[src/rtl/imem_loader.sv]
// imem_loader: writer side of the 16-bit processor's instruction memory.
// Takes a framed byte stream (COUNT, COUNT little-endian words, CHK) and
// writes each assembled word to consecutive addresses starting at 0. The
// processor stays held in reset until a frame passes its XOR checksum.
//
// Handshake: a byte moves on a rising clk edge where in_valid and in_ready
// are both 1. in_ready is 0 only while in reset (it rises on the first edge
// after reset is released); the loader never back-pressures otherwise.
module imem_loader #(
  parameter int ADDR_W  = 8,
  parameter int TIMEOUT = 1000,
  parameter int TMO_W   = 16
) (
  input  logic              clk,
  input  logic              reset,
  input  logic              in_valid,
  input  logic [7:0]        in_data,
  output logic              in_ready,
  output logic              wr_en,
  output logic [ADDR_W-1:0] wr_addr,
  output logic [15:0]       wr_data,
  output logic              cpu_hold,
  output logic              load_ok,
  output logic              load_err,
  output logic              busy
);

  typedef enum logic [2:0] {
    IDLE  = 3'd0,
    LO    = 3'd1,
    HI    = 3'd2,
    CHK   = 3'd3,
    DONE  = 3'd4,
    ERROR = 3'd5
  } state_t;

  state_t           state;
  state_t           state_nx;
  logic [8:0]       remaining;
  logic [7:0]       chk;
  logic [TMO_W-1:0] tmo;
  logic             accept;
  logic             in_frame;
  logic             tmo_hit;
  logic             last_word;

  assign accept    = in_valid && in_ready;
  assign in_frame  = (state == LO) || (state == HI) || (state == CHK);
  // The counter would reach TIMEOUT on this edge; an accepted byte wins.
  assign tmo_hit   = in_frame && !accept && (tmo == TMO_W'(TIMEOUT - 1));
  assign last_word = (remaining == 9'd1);

  // Status outputs are pure state decodes, so no input reaches them combinationally.
  assign busy     = in_frame;
  assign load_ok  = (state == DONE);
  assign load_err = (state == ERROR);
  assign cpu_hold = (state != DONE);

  // Ready register: low in reset, high from the first edge afterwards.
  always_ff @(posedge clk or posedge reset) begin
    if (reset) in_ready <= 1'b0;
    else       in_ready <= 1'b1;
  end

  // State register.
  always_ff @(posedge clk or posedge reset) begin
    if (reset) state <= IDLE;
    else       state <= state_nx;
  end

  // Next-state logic: frame sequencing, checksum verdict and timeout abort.
  always_comb begin
    state_nx = state;
    case (state)
      IDLE, DONE, ERROR: if (accept) state_nx = LO;
      LO:                if (accept) state_nx = HI;
      HI:                if (accept) state_nx = last_word ? CHK : LO;
      CHK:               if (accept) state_nx = (in_data == chk) ? DONE : ERROR;
      default:           state_nx = IDLE;
    endcase
    if (tmo_hit) state_nx = ERROR;
  end

  // Datapath: word assembly, write strobe, address stepping, checksum, timeout.
  always_ff @(posedge clk or posedge reset) begin
    if (reset) begin
      remaining <= 9'd0;
      chk       <= 8'd0;
      tmo       <= '0;
      wr_en     <= 1'b0;
      wr_addr   <= '0;
      wr_data   <= 16'd0;
    end else begin
      wr_en <= 1'b0;
      // Address steps at the end of each write cycle; a new COUNT overrides below.
      if (wr_en) wr_addr <= wr_addr + ADDR_W'(1);

      if (!in_frame || accept || tmo_hit) tmo <= '0;
      else                                tmo <= tmo + TMO_W'(1);

      if (accept) begin
        case (state)
          IDLE, DONE, ERROR: begin
            remaining <= (in_data == 8'd0) ? 9'd256 : {1'b0, in_data};
            chk       <= in_data;
            wr_addr   <= '0;
          end
          LO: begin
            wr_data[7:0] <= in_data;
            chk          <= chk ^ in_data;
          end
          HI: begin
            wr_data[15:8] <= in_data;
            chk           <= chk ^ in_data;
            wr_en         <= 1'b1;
            remaining     <= remaining - 9'd1;
          end
          default: ;
        endcase
      end
    end
  end

endmodule

[config.mk]
export PLATFORM = sky130hd
export DESIGN_NAME = imem_loader
export DESIGN_NICKNAME = d
export VERILOG_FILES = /design/src/rtl/imem_loader.sv
export SDC_FILE = /design/constraint.sdc
export NUM_CORES = 1
export LEC_CHECK = 0
export CORE_ASPECT_RATIO = 0.5
export CORE_MARGIN = 4
export CORE_UTILIZATION = 30
export DETAILED_ROUTE_END_ITERATION = 12
export DONT_BUFFER_PORTS = 1
export PLACE_DENSITY_LB_ADDON = 0.08
export SETUP_SLACK_MARGIN = 0.15
export SLEW_MARGIN = 20
export SYNTH_ARGS = -nofsm -noshare
export SYNTH_HDL_FRONTEND = slang
export SYNTH_SLANG_ARGS = --single-unit
[constraint.sdc]
create_clock -name clk -period 4.3 [get_ports clk]
set_clock_uncertainty 0.1 [all_clocks]
set_input_delay 0.645 -clock clk [delete_from_list [all_inputs] [get_ports clk]]
set_output_delay 0.645 -clock clk [all_outputs]
set_load 0.005 [all_outputs]
After elaboration in Yosys (flattened, before gate mapping). Cells that the tools add are included.

Flip-flop bits (word level): 62. Input bits: 11. Output and inout port bits: 30.

$add $sub $neg: 3. Eq/ne operators: 13. Muxes and demuxes: 17. Bitwise logic cells: 1. Reductions and logical operators: 20.

Operators with widths (number): two-way mux 8 bit (3); case mux 9 bit (2 select lines) (1); adder 16 x 1 -> 16 bit (second input constant) (1); == test 16 x 10 -> 1 bit (second input constant) (1); two-way mux 16 bit (1); case mux 8 bit (2 select lines) (1); two-way mux 3 bit (5); inequality test 3 bit (second input constant) (5); case mux 3 bit (4 select lines) (1); == test 9 x 1 -> 1 bit (second input constant) (1); two-way mux 9 bit (1); subtractor 9 x 1 -> 9 bit (second input constant) (1); adder 8 x 1 -> 8 bit (second input constant) (1); == test 8 bit (1); logical NOT 8 bit (1); AND reduction 2 bit (4); bitwise XOR 8 bit (1); == test 3 x 2 -> 1 bit (second input constant) (2); == test 3 bit (second input constant) (2); logical OR 1 bit (4); AND reduction 4 bit (1); nonzero test 2 bit (2); == test 3 x 1 -> 1 bit (second input constant) (1); logical AND 1 bit (3); 6 further kinds (9).

Depth between registers and ports, before layout.
Depth in word-level cells: 7. Mapped depth: 7. Gate-level depth less buffers: 6.

Worst setup path after synthesis. OpenSTA, ideal clock, no wires.

Kind: input -> register. Start point: input in_valid. End point: register tmo[11]. Setup time: 71 ps. Data arrival time: 1912 ps. Slack: 2216 ps. Stages on the path: 6. Cell sequence: and2_2 -> clkdlybuf4s15_2 -> or4_1 -> buf_6 -> buf_12 -> nor2_1.

Cells in the longest elaborated chain, start to end: 6.

RTL lines: start, declared (RTL line 16) `input logic in_valid,`; logical AND 1 bit (*) (RTL line 47) `assign accept = in_valid && in_ready;`; logical NOT 1 bit (RTL line 50) `assign tmo_hit = in_frame && !accept && (tmo == TMO_W'(TIMEOUT - 1));`; logical AND 1 bit (2 in a row) (RTL line 50); logical OR 1 bit (*) (RTL line 98) `if (!in_frame || accept || tmo_hit) tmo <= '0;`; two-way mux 16 bit (*) (RTL line 98); end signal, assigned (RTL line 99) `else tmo <= tmo + TMO_W'(1);`; end, declared (RTL line 41) `logic [TMO_W-1:0] tmo;`.

Every way passes the cells marked *; elsewhere a longest branch is shown, timed or not. A chain may end at the register's enable or synchronous reset.

Worst setup path after layout.
Start point: register state[1]. End point: register wr_data[9].

Cells in the longest elaborated chain, start to end: 2.

RTL lines: start, declared (RTL line 37) `state_t state;`; start signal, assigned (RTL line 68) `else state <= state_nx;`; == test 3 x 2 -> 1 bit (RTL line 102) `case (state)`; AND reduction 2 bit (no source line); end signal, assigned (RTL line 113) `wr_data[15:8] <= in_data;`; end, declared (RTL line 21) `output logic [15:0] wr_data,`.

No other way between the ends.

==> results by group <==
Outcome
  – Status: complete, no violations

Clock tree
  – CTS tree: done
  – H-tree depth: 3
  – Total clock sinks: 62
  – Total CTS buffers: 9
  – Cts repair resizes: 0
  – Reg clk slew, reported paths: 0.05 ns
  – Clock Latency Late Sink: 0.32 ns
  – CTS root buffer: clkbuf_16
  – Clock Tree Buf Depth: 2
  – Setup repair bufs after CTS: 0
  – Hold-fix buffers, CTS: 0

Floorplan
  – Core region area: 0.00973 mm^2
  – Cell Rows: 25
  – Initial Utilization: 0.317
  – Die ar.: 0.0121 mm^2
  – Die W: 151 um
  – IO Count: 41
  – Die height: 79.7 um

Setup path
  – Arrival time worst endpoint: 2.44 ns
  – Max incr delay on CP: 0.61 ns
  – Worst path slowest cell: or3b_1
  – CP required: 4.41 ns
  – Max FO, Critical Path: 15
  – Worst setup path class: reg -> reg
  – Crit path capture type: flip-flop
  – Crit-path cells: or3b_1, nor2_2, mux2_2
  – Crit start category: flip-flop

Placed design
  – PortBufs: 0
  – Routability congestion estimate: 0.744
  – Post-DP HPWL: 4710 um
  – Pre-CTS setup slack: 1.96 ns

Drt
  – ANT nets after route: 0
  – Routed Wire Length: 6820 um
  – Residual DRC: 0
  – Vias per cell: 4.82
  – Initial DRC count: 130
  – Via count: 2141
  – DR WL/cell: 15.4 um
  – Drt first pass iters: 4

Cells and area
  – ANT cells: 0
  – Layout cells sized above 1: 0.133
  – # fillers: 975
  – Most frequent cells in the layout: 62 x dfrtp_1, 37 x nor2_1, 27 x nand2_1
  – Area grow syn2layout: 14.0%
  – Final core occ: 0.361
  – Commonest non-fill, non-tap cell in the layout: dfrtp_1
  – Nets: 320

Logic synthesis
  – Synthesized flop and latch total: 62
  – Synth warn: 0
  – Top_reg_cell synth: dfrtp_1
  – Post-Syn Nets: 317
  – Sequential share of the synthesized area: 0.503
  – Cells after synthesis: 302
  – Post-synth EDFFs: 0
  – Syn avg cell area: 10.2 um^2
  – Netlist Area Pre-Place: 0.00308 mm^2
  – FFs w/ async S/R, synth: 1.00
  – Unique masters post-synth: 46

Power and ir drop
  – Power per cell area: 574 mW/mm^2
  – Pleak: 1.41 nW
  – Total chip power: 2.02 mW
  – VDD IR max: 0.226 mV

Global route
  – Overflow after GRT: 0
  – Vias in the first global route: 2255
  – First-pass GRT wire length: 11900 um
  – Pin count of the biggest net entering global routing: 63
  – Initial antenna violation count: 0
  – Total track usage: 0.128

STA
  – Worst setup margin: 1.97 ns
  – RSZ-0062 raised after global routing: no
  – Minimum clock period: 2.33 ns
  – Period utilization: 0.541
  – Worst slew margin: 0.339
  – Worst-margin pin slew: 0.983 ns
  – WHS: 0.327 ns
  – Hold Vio Cnt, Final: 0
  – Final slew viol count: 0
  – F_max: 0.430 GHz
  – Final setup violation count: 0
  – Final setup TNS: 0 ns

Worst hold path
  – Worst min-delay path class: in -> async

Run
  – Max_cap viols: 0
==> report_power, final <==
group	internal [mW]	switching [mW]	total [mW]
clock network	0.533	0.247	0.780
registers	0.738	0.144	0.882
logic	0.174	0.182	0.356
total	1.44	0.573	2.02
==> synth_stat cells, drive strengths merged, types with 5 or more instances <==
master	count	area share
dfrtp	62	0.50
o21ai	11	0.018
xor2	13	0.037
mux2	16	0.058
buf	5	0.015
nor3	9	0.015
nor4	10	0.025
nand4	7	0.014
nand3	16	0.026
nor2	40	0.051
a21oi	8	0.014
nand2	27	0.033
inv	11	0.013
xnor2	21	0.060
==> critical path: cells and delay by family (launching register included) <==
kind / cells / cell delay [ns]
and+or+nand+nor: 2 / 1.17
DFF: 1 / 0.53
muxes: 1 / 0.40
==> area by class of cell <==
type | count | area (um^2) | area share
Multi-Input combinational cell | 220 | 1420 | 0.405
Timing Repair Buffer | 1 | 7.51 | 0.00214
Inverter | 11 | 41.3 | 0.0118
Clock buffer | 11 | 253 | 0.0719
Sequential cell | 62 | 1550 | 0.442
Clock inverter | 4 | 70.1 | 0.0199
Tap cell | 135 | 169 | 0.0481
==> sequential cells by signal (all words and copies together) (netlist names) <==
name,cells
in_ready,1
wr_en,1
chk,8
state,3
remaining,9
wr_data,16
wr_addr,8
tmo,16
==> layer usage <==
layer | share of wire | track usage
met5 | 0 | 0
met2 | 0.46 | 0.192
met4 | 0.010 | 0.0479
met1 | 0.49 | 0.167
met3 | 0.042 | 0.0516
==> per-stage QoR <==
stage,cell area (um^2),instances
floorplan,3080,302
global placement,3190,429
detailed placement,3190,429
CTS,3510,444
global route,3510,444
finish,3510,444
==> cell families (layout without fill, tap and decap cells) <==
logic type | count (synthesis) | count (layout) | share of synthesized area
AND/OR/NAND/NOR | 127 | 127 | 0.206
flip-flops | 62 | 62 | 0.503
AO/OA/AOI/OAI | 37 | 37 | 0.0791
XOR/XNOR | 34 | 34 | 0.0966
buffers and inverters | 20 | 27 | 0.0357
multiplexers | 17 | 17 | 0.0617
adder cells (fa/ha/maj) | 4 | 4 | 0.0162
other | 1 | 1 | 0.00122
==> path summary, 6_finish.rpt <==
check / startpoint / end / slack (ns) / cells past startpoint
worst max-delay path: state[1]$_DFFE_PP0P_ / wr_data[9]$_DFFE_PP0P_ / 1.97 / 3
worst min-delay path: reset / wr_data[2]$_DFFE_PP0P_ / 0.33 / 2
worst max register to register: state[1]$_DFFE_PP0P_ / wr_data[9]$_DFFE_PP0P_ / 1.97 / 3
worst min register to register: tmo[0]$_DFF_PP0_ / tmo[0]$_DFF_PP0_ / 0.37 / 1
max in group asynchronous: reset / remaining[0]$_DFFE_PP0P_ / 3.24 / 2
min in group clk: in_data[2] / wr_data[2]$_DFFE_PP0P_ / 0.37 / 1
Note: power is estimated with default switching activity, not from simulation.
